**config.mk**
```make
export PLATFORM = sky130hd
export DESIGN_NAME = dadda_mul_arbiter
export DESIGN_NICKNAME = d
export VERILOG_FILES = /design/src/rtl/dadda_mul_arbiter.sv
export SDC_FILE = /design/constraint.sdc
export NUM_CORES = 1
export LEC_CHECK = 0
export CAP_MARGIN = 20
export CORE_MARGIN = 2
export CORE_UTILIZATION = 35
export CTS_CLUSTER_SIZE = 10
export DETAILED_ROUTE_END_ITERATION = 8
export PLACE_DENSITY_LB_ADDON = 0.05
export SLEW_MARGIN = 30
export SYNTH_ARGS = -nofsm -noshare
export SYNTH_HDL_FRONTEND = slang
export SYNTH_SLANG_ARGS = --single-unit
```
**constraint.sdc**
```tcl
create_clock -name clk -period 7.3 [get_ports clk]
set_input_delay 1.095 -clock clk [delete_from_list [all_inputs] [get_ports clk]]
set_output_delay 1.095 -clock clk [all_outputs]
set_load 0.02 [all_outputs]
```
**src/rtl/dadda_mul_arbiter.sv**
```systemverilog
// Round-robin arbiter sharing one combinational 4x4 Dadda multiplier among NUM_REQ requesters.
// Operands (S1) and tagged product (S2) are registered; valid/ready backpressure throughout.
module dadda_multiplier (
  input  logic [3:0] a_i,
  input  logic [3:0] b_i,
  output logic [7:0] p_o
);
  logic [3:0] pp [4];
  logic s1_3, c1_4, s1_4, c1_5;
  logic s2_2, c2_3, s2_3, c2_4, s2_4, c2_5, s2_5, c2_6;
  logic [7:0] row_x, row_y;

  function automatic logic [1:0] ha(input logic x, input logic y);
    return {x & y, x ^ y};
  endfunction

  function automatic logic [1:0] fa(input logic x, input logic y, input logic z);
    return {(x & y) | (x & z) | (y & z), x ^ y ^ z};
  endfunction

  // pp[i][j] = b[i] & a[j], weight i+j
  genvar gi;
  generate
    for (gi = 0; gi < 4; gi++) begin : g_pp
      assign pp[gi] = a_i & {4{b_i[gi]}};
    end
  endgenerate

  // Reduce column heights to 3, then to 2, before the final carry-propagate add
  assign {c1_4, s1_3} = ha(pp[0][3], pp[1][2]);
  assign {c1_5, s1_4} = ha(pp[1][3], pp[2][2]);

  assign {c2_3, s2_2} = ha(pp[0][2], pp[1][1]);
  assign {c2_4, s2_3} = fa(s1_3, pp[2][1], pp[3][0]);
  assign {c2_5, s2_4} = fa(s1_4, pp[3][1], c1_4);
  assign {c2_6, s2_5} = fa(pp[2][3], pp[3][2], c1_5);

  assign row_x = {1'b0, pp[3][3], s2_5, s2_4, s2_3, s2_2, pp[0][1], pp[0][0]};
  assign row_y = {1'b0, c2_6, c2_5, c2_4, c2_3, pp[2][0], pp[1][0], 1'b0};
  assign p_o   = row_x + row_y;
endmodule

module dadda_mul_arbiter #(
  parameter int NUM_REQ = 4,
  parameter int ID_W    = 2,
  parameter int CNT_W   = 16
) (
  input  logic                 clk,
  input  logic                 rst,
  input  logic [NUM_REQ-1:0]   req_valid,
  input  logic [4*NUM_REQ-1:0] req_a,
  input  logic [4*NUM_REQ-1:0] req_b,
  output logic [NUM_REQ-1:0]   req_ready,
  output logic                 rsp_valid,
  input  logic                 rsp_ready,
  output logic [ID_W-1:0]      rsp_id,
  output logic [7:0]           rsp_product,
  output logic                 busy,
  output logic [CNT_W-1:0]     op_count
);
  logic            s1_valid_q, s1_valid_d;
  logic [ID_W-1:0] s1_id_q, s1_id_d;
  logic [3:0]      s1_a_q, s1_a_d, s1_b_q, s1_b_d;
  logic            rsp_valid_q, rsp_valid_d;
  logic [ID_W-1:0] rsp_id_q, rsp_id_d;
  logic [7:0]      rsp_product_q, rsp_product_d;
  logic [ID_W-1:0] rr_ptr_q, rr_ptr_d;
  logic [CNT_W-1:0] op_count_q, op_count_d;

  logic            s2_load, s1_load;
  logic            grant_valid, accept;
  logic [ID_W-1:0] grant_idx;
  logic [ID_W:0]   scan_idx, rr_inc;
  logic [3:0]      op_a [NUM_REQ];
  logic [3:0]      op_b [NUM_REQ];
  logic [7:0]      product;

  genvar gi;
  generate
    for (gi = 0; gi < NUM_REQ; gi++) begin : g_ops
      assign op_a[gi] = req_a[4*gi +: 4];
      assign op_b[gi] = req_b[4*gi +: 4];
    end
  endgenerate

  dadda_multiplier u_mul (
    .a_i (s1_a_q),
    .b_i (s1_b_q),
    .p_o (product)
  );

  assign s2_load = !rsp_valid_q || rsp_ready;
  assign s1_load = !s1_valid_q || s2_load;

  // First valid requester at or after rr_ptr, wrapping modulo NUM_REQ
  always_comb begin
    grant_valid = 1'b0;
    grant_idx   = '0;
    scan_idx    = '0;
    for (int k = 0; k < NUM_REQ; k++) begin
      scan_idx = {1'b0, rr_ptr_q} + (ID_W+1)'(k);
      if (scan_idx >= (ID_W+1)'(NUM_REQ)) begin
        scan_idx = scan_idx - (ID_W+1)'(NUM_REQ);
      end
      if (!grant_valid && req_valid[scan_idx[ID_W-1:0]]) begin
        grant_valid = 1'b1;
        grant_idx   = scan_idx[ID_W-1:0];
      end
    end
  end

  assign accept = grant_valid && s1_load;
  assign rr_inc = {1'b0, grant_idx} + (ID_W+1)'(1);

  always_comb begin
    req_ready = '0;
    if (!rst && accept) begin
      req_ready[grant_idx] = 1'b1;
    end
  end

  always_comb begin
    s1_valid_d = s1_valid_q;
    s1_id_d    = s1_id_q;
    s1_a_d     = s1_a_q;
    s1_b_d     = s1_b_q;
    rr_ptr_d   = rr_ptr_q;
    if (s1_load) begin
      s1_valid_d = grant_valid;
      if (grant_valid) begin
        s1_id_d  = grant_idx;
        s1_a_d   = op_a[grant_idx];
        s1_b_d   = op_b[grant_idx];
        rr_ptr_d = (rr_inc == (ID_W+1)'(NUM_REQ)) ? '0 : rr_inc[ID_W-1:0];
      end
    end
  end

  // Result stage keeps its last id/product when it drains into a bubble
  always_comb begin
    rsp_valid_d   = rsp_valid_q;
    rsp_id_d      = rsp_id_q;
    rsp_product_d = rsp_product_q;
    op_count_d    = op_count_q;
    if (s2_load) begin
      rsp_valid_d = s1_valid_q;
      if (s1_valid_q) begin
        rsp_id_d      = s1_id_q;
        rsp_product_d = product;
      end
    end
    if (rsp_valid_q && rsp_ready) begin
      op_count_d = op_count_q + CNT_W'(1);
    end
  end

  always_ff @(posedge clk or posedge rst) begin
    if (rst) begin
      s1_valid_q    <= 1'b0;
      s1_id_q       <= '0;
      s1_a_q        <= '0;
      s1_b_q        <= '0;
      rsp_valid_q   <= 1'b0;
      rsp_id_q      <= '0;
      rsp_product_q <= '0;
      rr_ptr_q      <= '0;
      op_count_q    <= '0;
    end else begin
      s1_valid_q    <= s1_valid_d;
      s1_id_q       <= s1_id_d;
      s1_a_q        <= s1_a_d;
      s1_b_q        <= s1_b_d;
      rsp_valid_q   <= rsp_valid_d;
      rsp_id_q      <= rsp_id_d;
      rsp_product_q <= rsp_product_d;
      rr_ptr_q      <= rr_ptr_d;
      op_count_q    <= op_count_d;
    end
  end

  assign rsp_valid   = rsp_valid_q;
  assign rsp_id      = rsp_id_q;
  assign rsp_product = rsp_product_q;
  assign busy        = s1_valid_q || rsp_valid_q;
  assign op_count    = op_count_q;
endmodule

```
==> impl_metrics.yaml, run 1 <==
global_routing:
  grtUsageTotal_pct: 15.0
  grt_antenna_before_repair: 0
  first_global_vias: 1943
  grt_max_degree: 45
  overflow: 0
  grt_first_pass_wirelength_um: 8890
die:
  floorplan.initialDensity_pct: 35.9
  chipWidth_um: 87.2
  rows: 30
  coreArea_sq_mm: 0.00676
  dieArea_sq_mm: 0.00761
  io_pins: 71
  die-height_um: 87.2
clock_tree:
  clock-sinks: 40
  clockBufferDepth: 2
  clkTransAtPathRegs_ns: 0.08
  cts_tree: "built"
  cts-root-buf: "clkbuf_8"
  cts_setup_buffers: 0
  htreeDepth: 2
  post_cts_resize_count: 0
  hold_buffers: 0
  clk-insertion-delay-late_ns: 0.29
  numCtsBuffers: 5
critical_path:
  r2r_cells: 11
  worst-path-max-fanout: 4
  worstReg2RegEnd: "rsp_product[7]"
  crit_type: "input pin to output pin"
  crit_arrival_ns: 3.34
  reg2reg_from: "s1_b_q[1]"
  worst_ep_required_time_ns: 6.20
  start_kind: "input pin"
  critPathCaptureType: "output pin"
  r2r_slack_ns: 4.66
placed_design:
  dp_hpwl_um: 4060
  numPortBuffers: 70
  dp_slack_ns: 2.86
  placed_cell_area_sq_mm: 0.00322
  gp_congestion: 0.742
sta:
  drv_slew: 0
  tightestPinTransition_ns: 0.565
  rsz0062_at_grt: "false"
  setup-violations-final: 0
  post-route-period-util_pct: 60.7
  fin_worst_skew_ns: 0.0109
  finalHoldViolations: 0
  tns_ns: 0
  worst_slack_ns: 2.87
  max_freq_ghz: 0.226
  fin_crit_ns: 4.43
  maxSlewHeadroom_pct: 62.3
routing:
  routed_wl_um: 5270
  via_per_inst: 4.87
  wire_per_inst_um: 13.3
  ant_nets: 0
  drt_first_iter_violations: 76
  firstDrtPassIters: 4
  vias: 1924
  route.detailed.drc: 0
yosys:
  syn_inst: 239
  synthDistinctLibCells: 39
  synth-seq-cells: 40
  yosys_warnings: 0
  synth.net_count: 296
  ys_seq_area_share_pct: 41.3
  syn_area_per_cell_sq_um: 10.1
  syn_area_sq_mm: 0.00242
final_layout:
  most-common-layout-cells: "clkdlybuf4s50_1 (70), dfrtp_1 (40), nand2_1 (22)"
  final_util_pct: 49.6
  antennaDiodeCount: 0
  final_nets: 371
  drive_gt1_share_pct: 7.30
  final_common_cell: "clkdlybuf4s50_1"
  design_area_sq_mm: 0.00335
  areaGrowthSynthToFinish_pct: 38.2
power:
  leakagePower_nw: 1.49
  p_per_area_mw_per_mm2: 359
  peakVddDrop_mv: 0.149
job:
  max_cap_violations: 0
outcome:
  status: "finished, final reports clean"
min_path:
  min_from: "op_count[15]"
  hold_path.class: "flip-flop to flip-flop"
  hold_end: "op_count[15]"
  hold_path_depth: 1
## cell usage after synthesis (all sizes together)
master	n	share of area [%]
o211ai	1	0.31
nand3	7	1.4
nor3	3	1.1
inv	11	1.7
o221ai	1	0.36
nand2	23	4.2
o22a	1	0.72
clkbuf	2	0.31
xor2	5	1.8
dfrtp	40	41
mux2	6	2.9
buf	2	0.41
o21bai	2	0.62
xnor2	13	4.7
o21ai	7	1.6
nor2b	2	0.52
a221o	1	0.41
a21o	5	1.6
o22ai	1	0.26
nor2	17	2.6
fa	4	3.3
nand2b	6	1.5
nor4	1	0.26
nand4	3	0.77
and3	12	3.1
nand3b	1	0.31
and2	14	3.6
a211oi	12	3.7
or2	1	0.26
mux2i	9	3.7
ha	14	7.2
a311oi	1	0.62
a21oi	8	1.7
nor3b	3	0.93
## power breakdown
part           internal, W  leakage, nW  switching [W]
registers         0.000294        0.487      0.0000663
clock network     0.000121       0.0645      0.0000803
logic             0.000322        0.943       0.000319
total             0.000737         1.49       0.000465
## final cells by class
| class | count | area, sq um |
|---|---|---|
| Multi-Input combinational cell | 184 | 1360 |
| Clock buffer | 7 | 96.3 |
| Inverter | 11 | 41.3 |
| Timing Repair Buffer | 72 | 716 |
| Sequential cell | 40 | 1000 |
| Clock inverter | 1 | 30.0 |
| Fill cell | 667 | 3410 |
| Tap cell | 80 | 100 |
## worst max-delay path, cell delays in order
cell and delay, ns:
clkdlybuf4s50_1 0.52, nand2_1 0.13, a311oi_2 0.46, nor2_1 0.16, inv_1 0.10, ha_1 0.13, and3_1 0.13, clkdlybuf4s50_1 0.60
## metrics by stage
step / hold slack, ns / total power [W] / cells
after floorplan: 0.446 / 0.000817 / 239
after global placement: 0.459 / 0.00101 / 387
after detailed placement: 0.465 / 0.00101 / 387
after CTS: 0.481 / 0.00122 / 395
after global routing: 0.505 / 0.00131 / 395
final: 0.475 / 0.00120 / 395
## routing by layer
layer	vias up	global-route usage (%)	wire [um]
li1	983	-	-
met1	900	19.9	2510
met2	35	24.9	2540
met3	6	2.94	151
met4	0	4.62	62
met5	-	0	0
## cell families (layout without fill, tap and decap cells)
family / count (synthesis) / count (layout) / share of synthesized area [%]
AO/OA/AOI/OAI: 40 / 40 / 11.9
adder cells (fa/ha/maj): 18 / 18 / 10.5
XOR/XNOR: 18 / 18 / 6.50
multiplexers: 15 / 15 / 6.66
flip-flops: 40 / 40 / 41.3
AND/OR/NAND/NOR: 93 / 93 / 20.7
buffers and inverters: 15 / 91 / 2.43
## flip-flops by register name (all words and copies together), names as in the netlist
| name | cells |
|---|---|
| s1_valid_q | 1 |
| s1_b_q | 4 |
| op_count | 16 |
| s1_id_q | 2 |
| rr_ptr_q | 2 |
| rsp_valid | 1 |
| rsp_id | 2 |
| s1_a_q | 4 |
| rsp_product | 8 |
## worst max path at each step
stage	start	to	slack [ns]	depth (start not counted)
floorplan	rst	req_ready[2]	3.82	2
global placement	req_valid[0]	req_ready[1]	2.88	8
detailed placement	req_valid[0]	req_ready[0]	2.86	8
CTS	req_valid[0]	req_ready[1]	2.85	8
global route	req_valid[0]	req_ready[1]	2.72	8
finish	req_valid[0]	req_ready[1]	2.87	8
Power figures use the tool's default switching activity.
==> inputs of run 2 (changes only) <==
clock period = 4.6 ns   (was 7.3 ns; I/O delays follow)
==> impl_metrics.yaml, run 2 (synthesis gave the netlist of run 1 again) <==
clock_tree:
  clk-insertion-delay-late_ns: 0.29
  post_cts_resize_count: 0
  numCtsBuffers: 5
  clock-sinks: 40
  cts_setup_buffers: 0
  hold_buffers: 0
  cts_tree: "built"
  clkTransAtPathRegs_ns: 0.08
  cts-root-buf: "clkbuf_8"
  clockBufferDepth: 2
  htreeDepth: 2
routing:
  via_per_inst: 4.89
  firstDrtPassIters: 4
  drt_first_iter_violations: 82
  wire_per_inst_um: 13.7
  routed_wl_um: 5400
  route.detailed.drc: 0
  vias: 1927
  ant_nets: 0
sta:
  rsz0062_at_grt: "false"
  fin_worst_skew_ns: 0.00395
  tightestPinTransition_ns: 0.558
  max_freq_ghz: 0.278
  finalHoldViolations: 0
  tns_ns: 0
  maxSlewHeadroom_pct: 62.6
  fin_crit_ns: 3.60
  setup-violations-final: 0
  post-route-period-util_pct: 78.3
  drv_slew: 0
power:
  clkPwrFrac_pct: 15.2
  power_w: 0.00187
  p_int_w: 0.00114
  power_frac_seq_pct: 30.5
  p_comb_share_pct: 54.3
  swShare_pct: 39.1
  leakagePower_nw: 1.48
  p_per_area_mw_per_mm2: 563
  power_switching_w: 0.000733
  peakVddDrop_mv: 0.275
die:
  chipWidth_um: 87.2
  io_pins: 71
  die-height_um: 87.2
  coreArea_sq_mm: 0.00676
  dieArea_sq_mm: 0.00761
  rows: 30
  floorplan.initialDensity_pct: 35.9
final_layout:
  most-common-layout-cells: "clkdlybuf4s50_1 (70), dfrtp_1 (40), nand2_1 (22)"
  stdcell_count: 394
  final_common_cell: "clkdlybuf4s50_1"
  drive_gt1_share_pct: 7.01
  final_util_pct: 49.2
  areaGrowthSynthToFinish_pct: 37.2
  final_nets: 370
  antennaDiodeCount: 0
  largest_register_ffs: 16
placed_design:
  gp_congestion: 0.796
  numPortBuffers: 70
  dpl.cell_count: 386
  dp_hpwl_um: 4200
critical_path:
  crit_arrival_ns: 2.91
  start_kind: "input pin"
  critPathCaptureType: "output pin"
  worst_ep_required_time_ns: 3.91
  crit_type: "input pin to output pin"
  worst-path-max-fanout: 4
global_routing:
  grtUsageTotal_pct: 15.3
  grt_antenna_before_repair: 0
  overflow: 0
  grt_max_degree: 41
  grt_first_pass_wirelength_um: 9160
  first_global_vias: 1941
min_path:
  hold_path.class: "flip-flop to flip-flop"
job:
  max_cap_violations: 0
outcome:
  status: "finished, final reports clean"
-- run 2: changes by cell type in the layout (fill, tap and decap cells not counted), sizes merged --
| cell | previous run | this run |
|---|---|---|
| buf | 2 | 1 |
| clkinv | 1 | 2 |
| clkbuf | 7 | 6 |
-- run 2: cell type report --
class	count	area (sq um)
Fill cell	660	3430
Multi-Input combinational cell	184	1370
Sequential cell	40	1000
Timing Repair Buffer	71	708
Tap cell	80	100
Clock buffer	6	72.6
Inverter	11	41.3
Clock inverter	2	35.0
-- run 2: per-layer routing --
layer | track usage (%) | wire length, um
met1 | 21.0 | 2610
met2 | 24.9 | 2580
met3 | 3.22 | 175
met4 | 3.36 | 38
met5 | 0 | 0
-- run 2: critical path, cell delays in order --
cell,delay (ns)
clkdlybuf4s50_1,0.52
nand2_1,0.12
a311oi_2,0.46
nor2_1,0.16
inv_1,0.10
ha_1,0.13
and3_1,0.13
clkdlybuf4s50_1,0.60
-- run 2: power by group through the flow --
stage,Sequential [W],Combinational (W),Clock [W]
2_1_floorplan,0.000638,0.000658,0
3_3_place_gp,0.000580,0.00102,0
3_5_place_dp,0.000581,0.00103,0
4_1_cts,0.000575,0.00103,0.000294
5_1_grt,0.000593,0.00116,0.000309
6_report,0.000571,0.00102,0.000285
-- run 2: final timing paths --
check	endpoint	slack, ns	startpoint	cells after the start
setup / recovery	req_ready[1]	1.0	req_valid[0]	8
hold / removal	op_count[15]	0.47	op_count[15]	1
setup reg to reg	rsp_product[7]	1.93	s1_b_q[1]	11
hold reg to reg	op_count[15]	0.47	op_count[15]	1
max in group asynchronous	rr_ptr_q[1]	3.26	rst	3
min in group asynchronous	rsp_id[1]	0.99	rst	3
-- run 2: through the flow --
| stage | instance area (sq um) | setup slack [ns] | hold WS (ns) |
|---|---|---|---|
| floorplan | 2420 | 1.93 | 0.446 |
| global placement | 3210 | 0.882 | 0.460 |
| detailed placement | 3210 | 0.865 | 0.460 |
| CTS | 3320 | 0.857 | 0.476 |
| global route | 3320 | 0.802 | 0.498 |
| finish | 3320 | 0.998 | 0.469 |
==> inputs of run 3 (changes only) <==
clock period = 3.7 ns   (was 4.6 ns; I/O delays follow)
==> impl_metrics.yaml, run 3 (synthesis gave the netlist of run 1 again) <==
critical_path:
  worstReg2RegEnd: "rsp_product[7]"
  worst-path-max-fanout: 4
  crit_type: "input pin to output pin"
  cp-startpoint: "req_valid[0]"
  crit_arrival_ns: 2.81
  start_kind: "input pin"
  worst_ep_required_time_ns: 3.14
  r2r_cells: 11
  reg2reg_from: "s1_b_q[1]"
  r2r_slack_ns: 1.04
  critPathCaptureType: "output pin"
min_path:
  hold_end: "op_count[15]"
  hold_path_depth: 1
  hold_path.class: "flip-flop to flip-flop"
  min_from: "op_count[15]"
global_routing:
  grt_first_pass_wirelength_um: 9380
  grt_antenna_before_repair: 0
  overflow: 0
  grt_max_degree: 41
  grtUsageTotal_pct: 15.9
  first_global_vias: 1962
sta:
  whs_ns: 0.473
  rsz0062_at_grt: "false"
  maxSlewHeadroom_pct: 64.5
  fin_worst_skew_ns: 0.00654
  max_freq_ghz: 0.297
  post-route-period-util_pct: 91.0
  tightestPinTransition_ns: 0.532
  fin_crit_ns: 3.37
  tns_ns: 0
  drv_slew: 0
  finalHoldViolations: 0
  worst_slack_ns: 0.333
  setup-violations-final: 0
routing:
  via_per_inst: 4.93
  route.detailed.drc: 0
  routed_wl_um: 5470
  ant_nets: 0
  wire_per_inst_um: 13.9
  firstDrtPassIters: 4
  vias: 1947
  drt_first_iter_violations: 62
final_layout:
  largest_register_ffs: 16
  multi_input_area_sq_mm: 0.00136
  seq_area_sq_mm: 0.00100
  n_fill_cell: 650
  most-common-layout-cells: "clkdlybuf4s50_1 (70), dfrtp_1 (40), nand2_1 (22)"
  final_common_cell: "clkdlybuf4s50_1"
  final_nets: 371
  areaGrowthSynthToFinish_pct: 36.8
  antennaDiodeCount: 0
  drive_gt1_share_pct: 7.30
clock_tree:
  htreeDepth: 2
  hold_buffers: 0
  cts_tree: "built"
  cts_setup_buffers: 0
  clkTransAtPathRegs_ns: 0.08
  clock-sinks: 40
  numCtsBuffers: 5
  clockBufferDepth: 2
  post_cts_resize_count: 0
  cts-root-buf: "clkbuf_8"
  clk-insertion-delay-late_ns: 0.29
placed_design:
  numPortBuffers: 70
  dp_slack_ns: 0.340
  gp_congestion: 0.822
  dp_hpwl_um: 4260
die:
  coreArea_sq_mm: 0.00676
  floorplan.initialDensity_pct: 35.9
  dieArea_sq_mm: 0.00761
  io_pins: 71
  chipWidth_um: 87.2
  die-height_um: 87.2
  rows: 30
job:
  max_cap_violations: 0
outcome:
  status: "finished, final reports clean"
power:
  peakVddDrop_mv: 0.336
  p_per_area_mw_per_mm2: 687
  leakagePower_nw: 1.48
[run 3: cell types whose count changed in the layout (fill, tap and decap cells not counted), sizes merged]
cell    delta
buf        +1
bufinv     -1
clkinv     +1
[run 3: worst max path at each step]
stage	end	slack, ns	cells past startpoint
CTS	req_ready[1]	0.32	8
detailed placement	req_ready[1]	0.34	8
global route	req_ready[1]	0.17	8
global placement	req_ready[1]	0.37	8
floorplan	rsp_product[7]	1.25	11
finish	req_ready[1]	0.33	8
[run 3: layer usage]
metal / wire length (um) / up-vias / track usage [%]
li1: - / 981 / -
met2: 2590 / 41 / 25.5
met1: 2610 / 917 / 21.6
met5: 0 / - / 0
met4: 70 / 0 / 5.17
met3: 198 / 8 / 3.22
[run 3: cell type report]
cell class	instances	share of cell area, %
inverter	11	1.25
timing repair buffer	72	21.6
tap	80	3.02
multi-input combinational	184	41.1
clock buffer	6	2.49
sequential	40	30.2
clock inverter	2	0.302
[run 3: stage by stage]
stage	std cells	util (%)	area, sq um	total power [W]
floorplan	239	-	2420	0.00161
global placement	387	47.7	3220	0.00199
detailed placement	387	47.7	3220	0.00200
CTS	395	49.1	3310	0.00232
global route	395	49.1	3310	0.00253
finish	395	49.1	3310	0.00228
[run 3: critical path, cell delays in order]
cell and delay (ns):
clkdlybuf4s50_1 0.52, nand2_1 0.13, a311oi_2 0.47, nor2_1 0.16, inv_1 0.10, ha_1 0.14
and3_1 0.14, clkdlybuf4s50_1 0.60
[run 3: where the power goes]
group          leakage [nW]  internal (W)  total, W  switching (W)
clock network        0.0510      0.000149  0.000303       0.000154
logic                 0.943      0.000636   0.00126       0.000627
registers             0.487      0.000581  0.000711       0.000130
